--- src/rtl/resource_arb_pkg.sv ---
// Shared types and default parameters for the resource arbiter slice.
package resource_arb_pkg;

  localparam int NUM_REQ_DEF   = 4;
  localparam int DATA_W_DEF    = 32;
  localparam int RES_LAT_DEF   = 2;
  localparam int MAX_BURST_DEF = 4;

  // Wide enough for the largest supported requestor count (8).
  localparam int IDX_W = 3;

  typedef logic [IDX_W-1:0] idx_t;

  typedef struct packed {
    logic valid;
    idx_t index;
  } tag_t;

  typedef enum logic {
    IDLE,
    OWN
  } arb_state_t;

endpackage

--- src/rtl/resource_arbiter_if.sv ---
// Requestor/resource bus of the arbiter; slave is the arbiter, master the pipelines and resource.
interface resource_arbiter_if #(
  parameter int NUM_REQ = resource_arb_pkg::NUM_REQ_DEF,
  parameter int DATA_W  = resource_arb_pkg::DATA_W_DEF
);

  logic [NUM_REQ-1:0]        req;
  logic [NUM_REQ*DATA_W-1:0] req_data;
  logic [NUM_REQ-1:0]        grant;
  logic                      res_in_valid;
  logic [DATA_W-1:0]         res_in_data;
  logic [DATA_W-1:0]         res_out_data;
  logic [NUM_REQ-1:0]        rsp_valid;
  logic [DATA_W-1:0]         rsp_data;

  modport master (
    output req, req_data, res_out_data,
    input  grant, res_in_valid, res_in_data, rsp_valid, rsp_data
  );

  modport slave (
    input  req, req_data, res_out_data,
    output grant, res_in_valid, res_in_data, rsp_valid, rsp_data
  );

endinterface

--- src/rtl/resource_arbiter_rr_pick.sv ---
// Round-robin picker: first requestor with req high, searching from last_owner+1 and wrapping.
module rr_pick
  import resource_arb_pkg::*;
#(
  parameter int NUM_REQ = NUM_REQ_DEF
) (
  input  logic [NUM_REQ-1:0] req,
  input  idx_t               last_owner,
  output logic               found,
  output idx_t               index
);

  // Walk from the farthest candidate back to the nearest so the nearest one wins;
  // the last candidate is last_owner itself, letting a lone requestor be re-picked.
  always_comb begin
    found = 1'b0;
    index = '0;
    for (int k = NUM_REQ; k >= 1; k--) begin
      if (req[(int'(last_owner) + k) % NUM_REQ]) begin
        found = 1'b1;
        index = idx_t'((int'(last_owner) + k) % NUM_REQ);
      end
    end
  end

endmodule

--- src/rtl/resource_arbiter.sv ---
// Shares one fixed-latency resource among NUM_REQ pipelines with bounded round-robin bursts
// and routes each result back to its issuer through a tag pipeline.
module resource_arbiter
  import resource_arb_pkg::*;
#(
  parameter int NUM_REQ   = NUM_REQ_DEF,
  parameter int DATA_W    = DATA_W_DEF,
  parameter int RES_LAT   = RES_LAT_DEF,
  parameter int MAX_BURST = MAX_BURST_DEF
) (
  input  logic               clk,
  input  logic               reset,
  resource_arbiter_if.slave  bus
);

  localparam int CNT_W = (MAX_BURST > 1) ? $clog2(MAX_BURST) : 1;

  arb_state_t        r_state;
  logic [NUM_REQ-1:0] r_grant;
  idx_t              r_owner;
  idx_t              r_last_owner;
  logic [CNT_W-1:0]  r_burst_cnt;
  tag_t              r_tag [RES_LAT];

  logic              w_transfer;
  logic              w_keep;
  logic              w_found;
  idx_t              w_pick;
  logic [DATA_W-1:0] w_in_data;
  tag_t              w_head;

  rr_pick #(
    .NUM_REQ (NUM_REQ)
  ) u_rr_pick (
    .req        (bus.req),
    .last_owner (r_last_owner),
    .found      (w_found),
    .index      (w_pick)
  );

  assign w_transfer = |(r_grant & bus.req);
  assign w_keep     = (r_state == OWN) && w_transfer && (int'(r_burst_cnt) < MAX_BURST - 1);

  // Owner keeps the grant while requesting and under its burst limit; otherwise round-robin.
  always_ff @(posedge clk) begin
    if (reset) begin
      r_state      <= IDLE;
      r_grant      <= '0;
      r_owner      <= '0;
      r_last_owner <= idx_t'(NUM_REQ - 1);
      r_burst_cnt  <= '0;
    end else if (w_keep) begin
      r_burst_cnt <= r_burst_cnt + 1'b1;
    end else if (w_found) begin
      r_state      <= OWN;
      r_grant      <= NUM_REQ'(1) << w_pick;
      r_owner      <= w_pick;
      r_last_owner <= w_pick;
      r_burst_cnt  <= '0;
    end else begin
      r_state     <= IDLE;
      r_grant     <= '0;
      r_burst_cnt <= '0;
    end
  end

  always_comb begin
    w_in_data = '0;
    for (int i = 0; i < NUM_REQ; i++) begin
      if (r_grant[i]) begin
        w_in_data = w_in_data | bus.req_data[i*DATA_W +: DATA_W];
      end
    end
  end

  // Tag pipe mirrors the resource latency so the head lines up with res_out_data.
  always_ff @(posedge clk) begin
    if (reset) begin
      for (int i = 0; i < RES_LAT; i++) begin
        r_tag[i] <= '0;
      end
    end else begin
      r_tag[0] <= '{valid: w_transfer, index: r_owner};
      for (int i = 1; i < RES_LAT; i++) begin
        r_tag[i] <= r_tag[i-1];
      end
    end
  end

  assign w_head = r_tag[RES_LAT-1];

  assign bus.grant        = r_grant;
  assign bus.res_in_valid = w_transfer && !reset;
  assign bus.res_in_data  = w_in_data;
  assign bus.rsp_valid    = (w_head.valid && !reset) ? (NUM_REQ'(1) << w_head.index) : '0;
  assign bus.rsp_data     = (w_head.valid && !reset) ? bus.res_out_data : '0;

endmodule

--- src/flat_wrapper.sv ---
// flat-port wrapper written by rule: the top's interface ports become plain ports
module resource_arbiter_flat import resource_arb_pkg::*;
#(
  parameter int NUM_REQ   = NUM_REQ_DEF,
  parameter int DATA_W    = DATA_W_DEF,
  parameter int RES_LAT   = RES_LAT_DEF,
  parameter int MAX_BURST = MAX_BURST_DEF
)
  (clk, reset, bus_req, bus_req_data, bus_res_out_data, bus_grant, bus_res_in_valid, bus_res_in_data, bus_rsp_valid, bus_rsp_data);
  resource_arbiter_if #(.NUM_REQ(NUM_REQ), .DATA_W(DATA_W)) bus_i ();
  input  logic clk;
  input  logic reset;
  input wire logic [$bits(bus_i.req)-1:0] bus_req;
  input wire logic [$bits(bus_i.req_data)-1:0] bus_req_data;
  input wire logic [$bits(bus_i.res_out_data)-1:0] bus_res_out_data;
  output wire logic [$bits(bus_i.grant)-1:0] bus_grant;
  output wire logic [$bits(bus_i.res_in_valid)-1:0] bus_res_in_valid;
  output wire logic [$bits(bus_i.res_in_data)-1:0] bus_res_in_data;
  output wire logic [$bits(bus_i.rsp_valid)-1:0] bus_rsp_valid;
  output wire logic [$bits(bus_i.rsp_data)-1:0] bus_rsp_data;
  assign bus_i.req = bus_req;
  assign bus_i.req_data = bus_req_data;
  assign bus_i.res_out_data = bus_res_out_data;
  assign bus_grant = bus_i.grant;
  assign bus_res_in_valid = bus_i.res_in_valid;
  assign bus_res_in_data = bus_i.res_in_data;
  assign bus_rsp_valid = bus_i.rsp_valid;
  assign bus_rsp_data = bus_i.rsp_data;
  resource_arbiter #(.NUM_REQ(NUM_REQ), .DATA_W(DATA_W), .RES_LAT(RES_LAT), .MAX_BURST(MAX_BURST)) u_core (.clk(clk), .reset(reset), .bus(bus_i));
endmodule
--- config.mk ---
export PLATFORM = sky130hd
export DESIGN_NAME = resource_arbiter_flat
export DESIGN_NICKNAME = d
export VERILOG_FILES = /design/src/rtl/resource_arb_pkg.sv /design/src/rtl/resource_arbiter_if.sv /design/src/rtl/resource_arbiter_rr_pick.sv /design/src/rtl/resource_arbiter.sv /design/src/flat_wrapper.sv
export SDC_FILE = /design/constraint.sdc
export NUM_CORES = 1
export LEC_CHECK = 0
export CAP_MARGIN = 20
export CORE_AREA = 2 2 91 93
export CTS_BUF_LIST = sky130_fd_sc_hd__clkbuf_4 sky130_fd_sc_hd__clkbuf_8
export CTS_CLUSTER_SIZE = 20
export DETAILED_ROUTE_END_ITERATION = 10
export DIE_AREA = 0 0 93 95
export PLACE_DENSITY_LB_ADDON = 0.08
export SETUP_SLACK_MARGIN = 0.05
export SLEW_MARGIN = 5
export SYNTH_ARGS = -nofsm -noshare
export SYNTH_HDL_FRONTEND = slang
export SYNTH_SLANG_ARGS = --single-unit
--- constraint.sdc ---
create_clock -name clk -period 3.15 [get_ports clk]
set_input_delay 0.63 -clock clk [delete_from_list [all_inputs] [get_ports clk]]
set_output_delay 0.63 -clock clk [all_outputs]
set_load 0.02 [all_outputs]
==> results of run 1 <==
[stage by stage]
| stage | util [%] | hold WS, ns | setup WS (ns) | total power [uW] |
|---|---|---|---|---|
| detailed placement | 51.9 | 0.420 | 0.240 | 1070 |
| global placement | 51.9 | 0.418 | 0.240 | 1070 |
| floorplan | - | 0.407 | 0.830 | 599 |
| finish | 52.5 | 0.428 | 0.231 | 1240 |
| CTS | 52.5 | 0.430 | 0.226 | 1240 |
| global route | 52.5 | 0.447 | 0.137 | 1300 |
[cell type report]
| type | count | area, sq um | share of cell area (%) |
|---|---|---|---|
| well taps | 105 | 131 | 3.16 |
| multi-input cells | 180 | 1150 | 27.6 |
| repair buffers | 245 | 2480 | 59.7 |
| flip-flops and latches | 17 | 340 | 8.17 |
| inverters | 2 | 7.51 | 0.180 |
| clock buffers | 4 | 48.8 | 1.17 |
[path summary, 6_finish.rpt]
check	start	to	cells past startpoint	slack, ns
min reg2reg	u_core.r_burst_cnt[0]	u_core.r_burst_cnt[0]	1	0.43
min	u_core.r_burst_cnt[0]	u_core.r_burst_cnt[0]	1	0.43
max	reset	bus_rsp_valid[0]	5	0.23
max reg2reg	u_core.bus.grant[2]	u_core.bus.grant[2]	6	1.33
[where the power goes]
part | total, uW | internal [uW] | switching [uW]
Clock | 172 | 98.5 | 73.4
Sequential | 261 | 236 | 25.1
Combinational | 802 | 458 | 344
[sequential cells by signal, indices dropped and copies added (netlist names)]
signal               count
u_core.r_burst_cnt       2
u_core.r_owner           2
u_core.r_state           1
u_core.r_tag             6
u_core.r_last_owner      2
u_core.bus.grant         4
[logic make-up (layout without fill, tap and decap cells)]
kind of cell | after synthesis | after routing | synth area share (%)
fa+ha+maj | 1 | 1 | 0.789
simple gates | 98 | 98 | 31.8
flops | 17 | 17 | 21.5
compound gates | 81 | 81 | 40.0
buf+inv | 23 | 251 | 5.99
[cell usage in the layout (no fill, tap or decap), types with 2 or more instances in the layout]
master	synthesis	routed
nor4_1	2	2
clkdlybuf4s50_1	0	238
nor2_1	8	8
a22oi_1	64	64
o31ai_2	2	2
buf_4	0	3
nand2_1	37	37
dfxtp_1	17	17
nand2b_1	4	4
buf_12	0	4
and2_1	33	33
a22o_1	3	3
inv_1	2	2
nor3_1	3	3
nor2b_1	6	6
clkbuf_8	0	3
a21oi_1	4	4
[metal layers]
layer / wire (microns) / part of all wire [%] / GRT usage [%] / vias up
li1: - / - / - / 1260
met1: 3680 / 42 / 22.0 / 1090
met2: 4340 / 49 / 30.9 / 105
met3: 675 / 7.7 / 3.59 / 9
met4: 119 / 1.4 / 4.90 / 0
met5: 0 / 0 / 0 / -
==> key figures, run 1 <==
Detailed routing
  • Wirelength, routed: approximately 8800 microns
  • Total number of vias: 2464
  • Iteration-0 DRC Markers: between 70 and 80
  • DRT Pass-1 Iters: 4
  • Wirelength per Cell: 15.9 microns
  • Routed Antenna Nets: 0
  • # DRC: 0
  • Vias per cell: roughly 4.5

Place
  • Dpl hpwl: 7080 microns
  • Area post-placement: 4120 sq um
  • GPL Wtd Cong: about 0.75
  • Placed Cells: roughly 550
  • PortBufs: roughly 240

Critical path
  • CP Capture Type: primary output
  • CP Data Required Time: 2.52 ns
  • Family with the most delay on the worst path: buffers and inverters
  • CP bufs+invs: 3
  • Critical path's largest stage delay: between 0.6 and 0.7 ns
  • Most frequent CP cell: clkdlybuf4s50_1
  • Worst setup SP type: primary input
  • Worst EP arrival: between 2 and 2.5 ns
  • CP max FO: 36
  • Crit path cell chain: clkdlybuf4s50_1 > nor2b_1 > buf_12 > nor3b_1 > clkdlybuf4s50_1
  • CP Class: primary input to primary output
  • Max stage delay cell, worst path: clkdlybuf4s50_1

STA
  • RSZ-0062 raised after global routing: false
  • Period minus WS final: ~2.9 ns
  • Setup Skew: 0.000725 ns
  • FMAX: 343 MHz
  • Count of final hold-check violations: 0
  • Total negative setup slack: 0 ns
  • # setup viols final: 0
  • Worst slew pin tran: around 0.52 ns
  • Period utilization: between 90% and 100%
  • Max Slew Vio Count: 0
  • Slew headroom: around two thirds

Global route
  • First-pass GRT wire length: 12400 microns
  • Vias in the first global route: roughly 2100
  • Largest net degree at the start of global routing: 37
  • Gr usage total: about 18%
  • Initial antenna violation count: 0
  • Overflow after GRT: 0

Logic synthesis
  • Commonest cells post-synth: 64 x a22oi_1, 37 x nand2_1, 33 x and2_1
  • Netlist cell types: 31
  • Predominant post-synthesis flop cell: dfxtp_1
  • Gate Count Post-Synth: between 200 and 250
  • Warnings from Yosys: 0
  • Ys async rst share: 0%
  • Most frequent cell after synthesis: a22oi_1
  • Post-synth EDFFs: 0
  • Yosys reg bits: 17
  • Synth Cell Area: 1590 sq um
  • Dominant cells by area after synthesis: a22oi_1 30%, dfxtp_1 21%, and2_1 13%, nand2_1 8.8%, clkbuf_1 3.5%
  • Syn Nets: 387
  • Synth area leader: a22oi_1
  • Post-synthesis average cell area: 7.21 sq um
  • Sequential area share after synthesis: between 20% and 30%
  • Area share of the largest cell type after synthesis: a little under a third

Power and ir drop
  • Pwr/cell area: 297 nW/um^2
  • Worst vdd ir: approximately 290 uV
  • Lkg Pwr: 0.00162 uW

Clock network
  • Clock slew at reported path FFs: 0.06 ns
  • Inserted Clock Buffers: 3
  • # resized after CTS: 0
  • Hold-fix buffers, CTS: 0
  • CTS tree: yes
  • H-tree depth: 1
  • Setup repair bufs after CTS: 0
  • CTS Root Cell: clkbuf_8
  • Worst-Skew Late Latency: 0.25 ns
  • Maximum clock path buffer count: 2
  • Clock sink count: 17

Floorplanning
  • Die area: 8840 sq um
  • Die height: between 90 and 100 microns
  • Row cnt: 33
  • IO Pins: around 240
  • Chip width: 93 microns
  • Core Box Area: 7930 sq um
  • Initial Util: ~20%

Min path
  • Type of the most critical hold path: register to register

Finish
  • Syn-to-layout area delta: 162%
  • Final instance area: roughly 4200 sq um
  • FILL cells: between 700 and 800
  • # diodes: 0
  • Nets: between 600 and 700
  • Final std cells w/o fill: between 500 and 600
  • Layout cells sized above 1: under 10%

Job
  • # Max-Cap Violations: 0

Status
  • Status: completed
Note: power is estimated with default switching activity, not from simulation.
==> run 2: changes to the inputs <==
--- a/config.mk
+++ b/config.mk
@@ -5,7 +5,6 @@
 export SDC_FILE = /design/constraint.sdc
 export NUM_CORES = 1
 export LEC_CHECK = 0
-export CAP_MARGIN = 20
 export CORE_AREA = 2 2 91 93
 export CTS_BUF_LIST = sky130_fd_sc_hd__clkbuf_4 sky130_fd_sc_hd__clkbuf_8
 export CTS_CLUSTER_SIZE = 20
==> results of run 2 <==
No change in the layout: final DEF, timing and power equal those of run 1.
